<file path="config.mk">
export PLATFORM = sky130hd
export DESIGN_NAME = cq_ctrl
export DESIGN_NICKNAME = d
export VERILOG_FILES = /design/src/rtl/cq_pkg.sv /design/src/rtl/cq_ptr.sv /design/src/rtl/cq_ctrl.sv
export SDC_FILE = /design/constraint.sdc
export NUM_CORES = 1
export LEC_CHECK = 0
export CAP_MARGIN = 10
export CORE_ASPECT_RATIO = 1.25
export CORE_MARGIN = 10
export CORE_UTILIZATION = 43
export DETAILED_ROUTE_END_ITERATION = 10
export PLACE_DENSITY = 0.78
export SYNTH_ARGS = -nofsm -noshare
export SYNTH_HDL_FRONTEND = slang
export SYNTH_SLANG_ARGS = --single-unit
</file>
<file path="constraint.sdc">
create_clock -name clk -period 3.6 [get_ports clk]
set_input_delay 0.9 -clock clk [delete_from_list [all_inputs] [get_ports clk]]
set_output_delay 0.9 -clock clk [all_outputs]
set_load 0.005 [all_outputs]
</file>
<file path="src/rtl/cq_pkg.sv">
// Shared sizing for the circular-queue controller, its storage array and its read mux.
package cq_pkg;

  localparam int CQ_DEPTH = 8;

  function automatic int cq_aw(input int depth);
    return (depth <= 2) ? 1 : $clog2(depth);
  endfunction

  function automatic int cq_cw(input int depth);
    return cq_aw(depth) + 1;
  endfunction

endpackage

</file>
<file path="src/rtl/cq_ptr.sv">
// Queue pointer register that wraps at DEPTH-1, with synchronous reset, increment and load.
module cq_ptr
  import cq_pkg::*;
#(
  parameter int DEPTH = CQ_DEPTH,
  parameter int AW    = cq_aw(DEPTH)
) (
  input  logic          clk,
  input  logic          reset,
  input  logic          inc,
  input  logic          load,
  input  logic [AW-1:0] load_val,
  output logic [AW-1:0] ptr
);

  localparam logic [AW-1:0] LAST = AW'(DEPTH - 1);

  // Explicit compare against DEPTH-1 so non-power-of-2 depths never visit unused codes.
  always_ff @(posedge clk) begin
    if (reset) begin
      ptr <= '0;
    end else if (load) begin
      ptr <= load_val;
    end else if (inc) begin
      ptr <= (ptr == LAST) ? '0 : ptr + 1'b1;
    end
  end

endmodule

</file>
<file path="src/rtl/cq_ctrl.sv">
// Circular-queue sequencer: pointers, occupancy, full/empty, acceptance, entry load strobes, sticky errors.
module cq_ctrl
  import cq_pkg::*;
#(
  parameter  int DEPTH = CQ_DEPTH,
  localparam int AW    = cq_aw(DEPTH)
) (
  input  logic             clk,
  input  logic             reset,
  input  logic             push,
  input  logic             pop,
  input  logic             flush,
  input  logic             err_clr,
  output logic [DEPTH-1:0] load_en,
  output logic [AW-1:0]    rd_sel,
  output logic             push_ok,
  output logic             pop_ok,
  output logic             full,
  output logic             empty,
  output logic [AW:0]      count,
  output logic             ovf,
  output logic             unf
);

  localparam logic [AW:0] COUNT_MAX = (AW + 1)'(DEPTH);

  logic [AW-1:0] wr_ptr;
  logic [AW-1:0] rd_ptr;
  logic          ovf_set;
  logic          unf_set;

  // Status comes from the count register only, so there is no path from push/pop to full/empty.
  assign full    = (count == COUNT_MAX);
  assign empty   = (count == '0);

  assign pop_ok  = pop & ~empty & ~flush;
  assign push_ok = push & ~flush & (~full | pop_ok);

  assign ovf_set = push & full & ~pop_ok & ~flush;
  assign unf_set = pop & empty & ~flush;

  assign rd_sel  = rd_ptr;

  always_comb begin
    load_en = '0;
    if (push_ok) begin
      load_en[wr_ptr] = 1'b1;
    end
  end

  cq_ptr #(.DEPTH(DEPTH), .AW(AW)) u_wr_ptr (
    .clk      (clk),
    .reset    (reset),
    .inc      (push_ok),
    .load     (1'b0),
    .load_val ('0),
    .ptr      (wr_ptr)
  );

  // Flush empties the queue by snapping the head onto the tail.
  cq_ptr #(.DEPTH(DEPTH), .AW(AW)) u_rd_ptr (
    .clk      (clk),
    .reset    (reset),
    .inc      (pop_ok),
    .load     (flush),
    .load_val (wr_ptr),
    .ptr      (rd_ptr)
  );

  always_ff @(posedge clk) begin
    if (reset) begin
      count <= '0;
    end else if (flush) begin
      count <= '0;
    end else if (push_ok && !pop_ok) begin
      count <= count + 1'b1;
    end else if (pop_ok && !push_ok) begin
      count <= count - 1'b1;
    end
  end

  // A new error event in the same cycle as err_clr keeps the flag set.
  always_ff @(posedge clk) begin
    if (reset) begin
      ovf <= 1'b0;
      unf <= 1'b0;
    end else begin
      if (ovf_set)      ovf <= 1'b1;
      else if (err_clr) ovf <= 1'b0;
      if (unf_set)      unf <= 1'b1;
      else if (err_clr) unf <= 1'b0;
    end
  end

endmodule
</file>
# Word-level counts from Yosys, hierarchy flattened
# Cells that the tools add are included.
# totals
input_bits	6
register_bits	12
output_inout_bits	21
# op_classes
bitwise_logic	14
addsub	4
eq_ne	3
n_reduce_logical	11
muxes	12
n_lt_le_gt_ge	2
# ops
operator	n
3-bit 2-to-1 mux	4
1-bit bitwise AND	9
4-bit 2-to-1 mux	2
8-bit 2-to-1 mux	1
2-bit nonzero test	4
3-bit by 1-bit adder with 3-bit output (second input constant)	2
3-bit == test (second input constant)	2
4-bit by 1-bit adder with 4-bit output (second input constant)	1
4-bit == test (second input constant)	1
4-bit zero test	1
3-bit by 4-bit < comparator with 1-bit output (second input constant)	1
1-bit 2-to-1 mux	4
1-bit inverter	4
4-bit by 1-bit subtractor with 4-bit output (second input constant)	1
1-bit demux with 3-bit select	1
3-bit by 1-bit >= comparator with 1-bit output (second input constant)	1
1-bit logical AND	3
1-bit zero test	2
2-bit OR reduction	1
1-bit OR	1

# Longest topological paths before layout
# Gate-level depths: netlist of the first run.
# depth
word_depth	10
ltp_mapped	11
ltp_nobuf	11

# By module
# A second synthesis of the first run with hierarchy kept.
# hier_totals
hier_cells	88
hier_area_um2	788.3
# by_module_without_submodules
module	area_each_um2	n_inst	seq_area_each_um2	cells_each
cq_ctrl	442.9	1	120.1	56
cq_ptr	172.7	2	60.1	16

# Worst setup path before layout of the first run
# No wires, ideal clock.
# synth_path
path_kind	input to register
start	input flush
end	register count[3]
n_path_buf	0
cell_stages	9
setup_ps	58
slack_ps	517
required_time_ps	3542
arrival_time_ps	3024
cell_sequence	nand2b_1 > a21oi_1 > ha_1 > inv_1 > ha_1 > a21oi_1 > a211o_1 > a2111oi_0 > a31o_2
# synth_via
elab_chain_len	7
elab_cells_between_ends	12
cone_classes	mux (1); bitwise (5); reduce/logical (6)
# synth_rtl
item	line	text
start, declared	cq_ctrl.sv:12	input logic flush,
1-bit inverter (*)	cq_ctrl.sv:36, cq_ctrl.sv:37	
1-bit bitwise AND	cq_ctrl.sv:36	assign pop_ok = pop & ~empty & ~flush;
1-bit OR	cq_ctrl.sv:37	assign push_ok = push & ~flush & (~full | pop_ok);
1-bit bitwise AND (*)	cq_ctrl.sv:37	
net push_ok	cq_ctrl.sv:16	output logic push_ok,
1-bit zero test	cq_ctrl.sv:77	end else if (pop_ok && !push_ok) begin
1-bit logical AND	cq_ctrl.sv:77	
2-bit nonzero test (no source line)	--	
end signal, assigned	cq_ctrl.sv:76	count <= count + 1'b1;
end signal, assigned	cq_ctrl.sv:78	count <= count - 1'b1;
end, declared	cq_ctrl.sv:20	output logic [AW:0] count,
# Mark *: on every way through the listed nets, which the timed path passes. The rest lies on a longest branch.
# A chain may end at the register's enable or synchronous reset.

# Final worst setup path of the first run
# layout_path
start	input flush
end	output load_en[2]
# layout_via
elab_chain_len	5
elab_cells_between_ends	6
cone_classes	mux (1); bitwise (5)
# layout_rtl
item	line	text
1-bit inverter (*)	cq_ctrl.sv:36, cq_ctrl.sv:37	
1-bit bitwise AND	cq_ctrl.sv:36	
1-bit OR	cq_ctrl.sv:37	
1-bit bitwise AND (*)	cq_ctrl.sv:37	
8-bit 2-to-1 mux (*)	cq_ctrl.sv:46	if (push_ok) begin
end, declared	cq_ctrl.sv:14	output logic [DEPTH-1:0] load_en,
# Mark *: on every way between the ends. The rest lies on a longest branch, timed or not.

==> flow_summary.ini, run 1 <==
[clocking]
cts_root_buf = clkbuf_4
cts_tree = done
clock_sinks = 12
clk_pin_slew_ns = 0.06
htreeDepth = 1
cts_buffers = 3
clkLatencyLatePin_ns = 0.26
clk_path_buf_depth = 2

[timing]
finalClockSkew_ns = 0.0009294
period_needed_ns = 3.421
hold_viol_final = 0
hold_ws_ns = 0.5119
period_share_pct = 95.02
slew_violations = 0
setup_viol = 0
fin_setup_tns_ns = 0
maxSlewHeadroom_pct = 70.15
worst_pin_slew_ns = 0.4466
rsz0062_at_grt = false
fmax_ghz = 0.2923

[drt]
dr.pass1.iters = 5
viasPerCell = 5.542
wl_per_cell_um = 14.69
ant_nets = 0
vias = 726
drt_iter0_drc = 18
wl_mm = 1.924
drc_errors = 0

[worst_setup_path]
worstSetupEndpointType = output pin
r2r_cells = 11
worstPathMaxFanout = 5
worstSetupPathType = in -> out
worstPathRequired_ns = 2.70
cp-start-kind = primary input
arrival_ns = 2.52

[layout]
drive_above_1_share_pct = 11.50
final_cells = 131
antenna_cells = 0
syn_to_final_growth_pct = 42.76
nets = 129

[synthesis]
seq_area_frac_synth_pct = 32.71
ys_warn_count = 0
syn_area_per_cell_um2 = 8.540
ys_types = 30
netlist.top_cell.by_area = dfxtp_1
ys_top_cells_by_count = nor2_1, dfxtp_1, ha_1, nand2_1, nor3_1
syn_nets = 100
synth_seq_cells = 12
synth.most_common_cell = nor2_1
netlist_top_cells_area = dfxtp_1, ha_1, nor2_1
synth_top_area_share_pct = 32.71
synth_area_um2 = 734.5
synth_top_flop_cell = dfxtp_1
synthCells = 86
synth_edf_count = 0
async_flop_share_pct = 0

[global_route]
antenna_found_initial = 0
grt_use_met2_pct = 17.80
grt_pass1_wl_mm = 3.339
grtUsageMet1_pct = 10.32
use_met3_pct = 4.423
grt_remaining_overflow = 0
grt.busiest_layer = met2
grt_max_degree = 14
grt_pass1_vias = 725
track_usage_pct = 10.36

[die]
num_rows = 16
pin_count = 27
die_area_um2 = 3771
die_y_um = 66.21
core_area_um2 = 1602
start_util_pct = 45.86
die_w_um = 56.97

[place]
dp.cells = 128
gp_congestion = 0.7629
portBuffers = 26
hpwl_mm = 1.556

[hold_path]
holdPathStages = 2
hold_path_class = reg -> reg

[power_and_ir_drop]
power.leakage_nw = 0.4099
p_per_area_nw_per_um2 = 293.8
worst_ir_drop_vdd_uv = 220.1

[flow_run]
drv_cap = 0

[status]
status = completed
==> sequential cells by signal, summed over array words and instances (netlist names) <==
signal and cells:
count 4, ovf 1, u_rd_ptr.ptr 3, u_wr_ptr.ptr 3, unf 1
==> kinds of logic after synthesis <==
group	count (synthesis)	synth area share, %
and+or+nand+nor	39	27.09
muxes	4	5.452
DFF	12	32.71
adders and majority gates	8	14.65
AOI/OAI and AO/OA	13	13.63
buffers and inverters	8	4.087
xor gates and xnor gates	2	2.385
==> worst max-delay path, stage by stage <==
cell and delay (ns):
clkdlybuf4s50_1 0.45, nand2b_2 0.24, nand2_1 0.10, nand2b_1 0.12, nor3_1 0.19, clkdlybuf4s50_1 0.53
==> path summary, 6_finish.rpt <==
kind              slack [ns]          to      from
setup / recovery        0.18  load_en[2]     flush
setup reg to reg        0.83    count[3]  count[0]
hold / removal          0.51         ovf       ovf
hold reg to reg         0.51         ovf       ovf
==> power by group <==
part	switching (W)	internal (W)
registers	0.00000898	0.000139
logic	0.0000381	0.0000459
clock network	0.0000376	0.0000386
total	0.0000847	0.000223
==> routing by layer <==
layer	up-vias	wire, um
li1	365	-
met1	336	771
met2	23	936
met3	2	192
met4	0	23
met5	-	0
==> cell usage in the layout, fill, tap and decap left out, types with 3 or more instances in the layout <==
master	instances
nand2_1	5
clkdlybuf4s50_1	26
mux2i_1	4
inv_1	3
nor2_1	15
a21oi_1	4
ha_1	7
clkbuf_4	3
nand3_1	3
nor3_1	5
dfxtp_1	12
==> layout make-up <==
cell class / instances / area (um^2)
clock buffers: 3 / 22.52
fillers: 134 / 553.0
inverters: 4 / 15.01
multi-input cells: 66 / 473.0
flip-flops and latches: 12 / 240.2
well taps: 18 / 22.52
repair buffers: 28 / 275.3
==> repair_timing <==
action | 4_1_cts | 5_1_grt
buffers inserted | 0 | 0
hold buffers | 0 | 0
gates resized for setup | 0 | 2
endpoints found under the hold margin | 0 | 0
setup endpoints to repair | 0 | 3
==> per-stage QoR <==
stage	area [um^2]	setup WS, ns	total power, W	utilization, %
floorplan	734.5	0.5172	0.0001972	-
global route	1049	0.02871	0.0003271	65.47
detailed placement	1017	0.1333	0.0002346	63.52
global placement	1017	0.1765	0.0002329	63.52
finish	1049	0.1794	0.0003080	65.47
CTS	1040	0.1253	0.0003127	64.92
(Power assumes the default switching activity.)
==> inputs of run 2 (changes only) <==
- PLACE_DENSITY: 0.78 -> 0.9
==> flow_summary.ini, run 2 (synthesized netlist as in run 1, its figures left out) <==
[status]
status = completed

[die]
die_area_um2 = 3771
num_rows = 16
die_y_um = 66.21
core_area_um2 = 1602
die_w_um = 56.97
pin_count = 27
start_util_pct = 45.86

[clocking]
cts_root_buf = clkbuf_4
clk_pin_slew_ns = 0.07
cts_buffers = 3
post_cts_buffers = 0
cts_resized = 0
clkLatencyLatePin_ns = 0.28
cts_hold_buf = 0
cts_tree = done
clk_path_buf_depth = 2
htreeDepth = 1
clock_sinks = 12

[worst_setup_path]
critical_path.startpoint = flush
cp-start-kind = primary input
worstSetupEndpointType = output pin
timing.rr.start = count[0]
worstSetupPathType = in -> out
arrival_ns = 2.64
worstPathMaxFanout = 5
worstPathRequired_ns = 2.70

[flow_run]
drv_cap = 0

[place]
portBuffers = 26
preCtsSetupSlack_ns = 0.1125
hpwl_mm = 1.612
gp_congestion = 0.7981

[layout]
layout_commonest_cell = clkdlybuf4s50_1
largestRegisters = count x4, u_rd_ptr.ptr x3, u_wr_ptr.ptr x3
syn_to_final_growth_pct = 44.63
seqCellArea_um2 = 240.2
multi_input_area_um2 = 473.0
top_register = count
antenna_cells = 0
num-fill-cells = 146
layout_common_cells = clkdlybuf4s50_1, nor2_1, dfxtp_1
largest_reg_flops = 4
nets = 129
drive_above_1_share_pct = 12.28

[drt]
viasPerCell = 5.848
drc_errors = 0
vias = 772
dr.pass1.iters = 4
wl_mm = 2.097
ant_nets = 0
drt_iter0_drc = 22
wl_per_cell_um = 15.89

[timing]
setup_viol = 0
period_needed_ns = 3.536
slew_violations = 0
setup_slack_ns = 0.06365
hold_ws_ns = 0.5015
period_share_pct = 98.23
fmax_ghz = 0.2828
finalClockSkew_ns = 0.005564
maxSlewHeadroom_pct = 64.92
worst_pin_slew_ns = 0.5249
hold_viol_final = 0

[power_and_ir_drop]
worst_ir_drop_vdd_uv = 242.5
power.leakage_nw = 0.4171
p_per_area_nw_per_um2 = 323.1

[hold_path]
hp-start = ovf
hold_path_class = reg -> reg

[global_route]
grt_pass1_wl_mm = 3.305
grt_remaining_overflow = 0
grt_max_degree = 14
track_usage_pct = 10.97
antenna_found_initial = 0
grt_pass1_vias = 718
[run 2: changes by cell type in the layout (fill, tap and decap cells not counted)]
cell | previous run | this run
clkbuf_8 | 0 | 1
[run 2: worst max-delay path, stage by stage]
cell	delay, ns
clkdlybuf4s50_1	0.45
nand2b_2	0.25
nand2_1	0.12
nand2_1	0.11
nor4_1	0.23
clkdlybuf4s50_1	0.57
[run 2: report_power, final]
group	leakage [nW]	total, W	internal [W]	switching (W)
sequential	0.0975	0.000147	0.000139	0.00000840
combinational	0.299	0.0000881	0.0000463	0.0000418
clock	0.0210	0.000108	0.0000615	0.0000465
[run 2: path summary, 6_finish.rpt]
kind / endpoint / slack, ns / cells past startpoint
setup / recovery: load_en[1] / 0.06 / 6
hold / removal: ovf / 0.50 / 2
setup reg to reg: count[3] / 0.76 / 9
hold reg to reg: ovf / 0.50 / 2
[run 2: cell type report]
| type | count | area share (%) |
|---|---|---|
| clock buffer | 4 | 3.416 |
| inverter | 4 | 1.413 |
| multi-input combinational | 66 | 44.52 |
| sequential | 12 | 22.61 |
| tap | 18 | 2.120 |
| timing repair buffer | 28 | 25.91 |
[run 2: per-layer routing]
metal / global-route usage (%) / wire (um)
met5: 0 / 0
met4: 5.882 / 39
met1: 9.882 / 703
met3: 8.077 / 317
met2: 17.80 / 1037
[run 2: through the flow]
stage / total power (W) / area [um^2] / setup TNS, ns / cells / utilization (%)
finish: 0.0003433 / 1062 / 0 / 132 / 66.33
global placement: 0.0002333 / 1017 / 0 / 128 / 63.52
CTS: 0.0003449 / 1054 / 0 / 132 / 65.78
floorplan: 0.0001972 / 734.5 / 0 / 86 / -
detailed placement: 0.0002364 / 1017 / 0 / 128 / 63.52
global route: 0.0003637 / 1062 / -0.04983 / 132 / 66.33
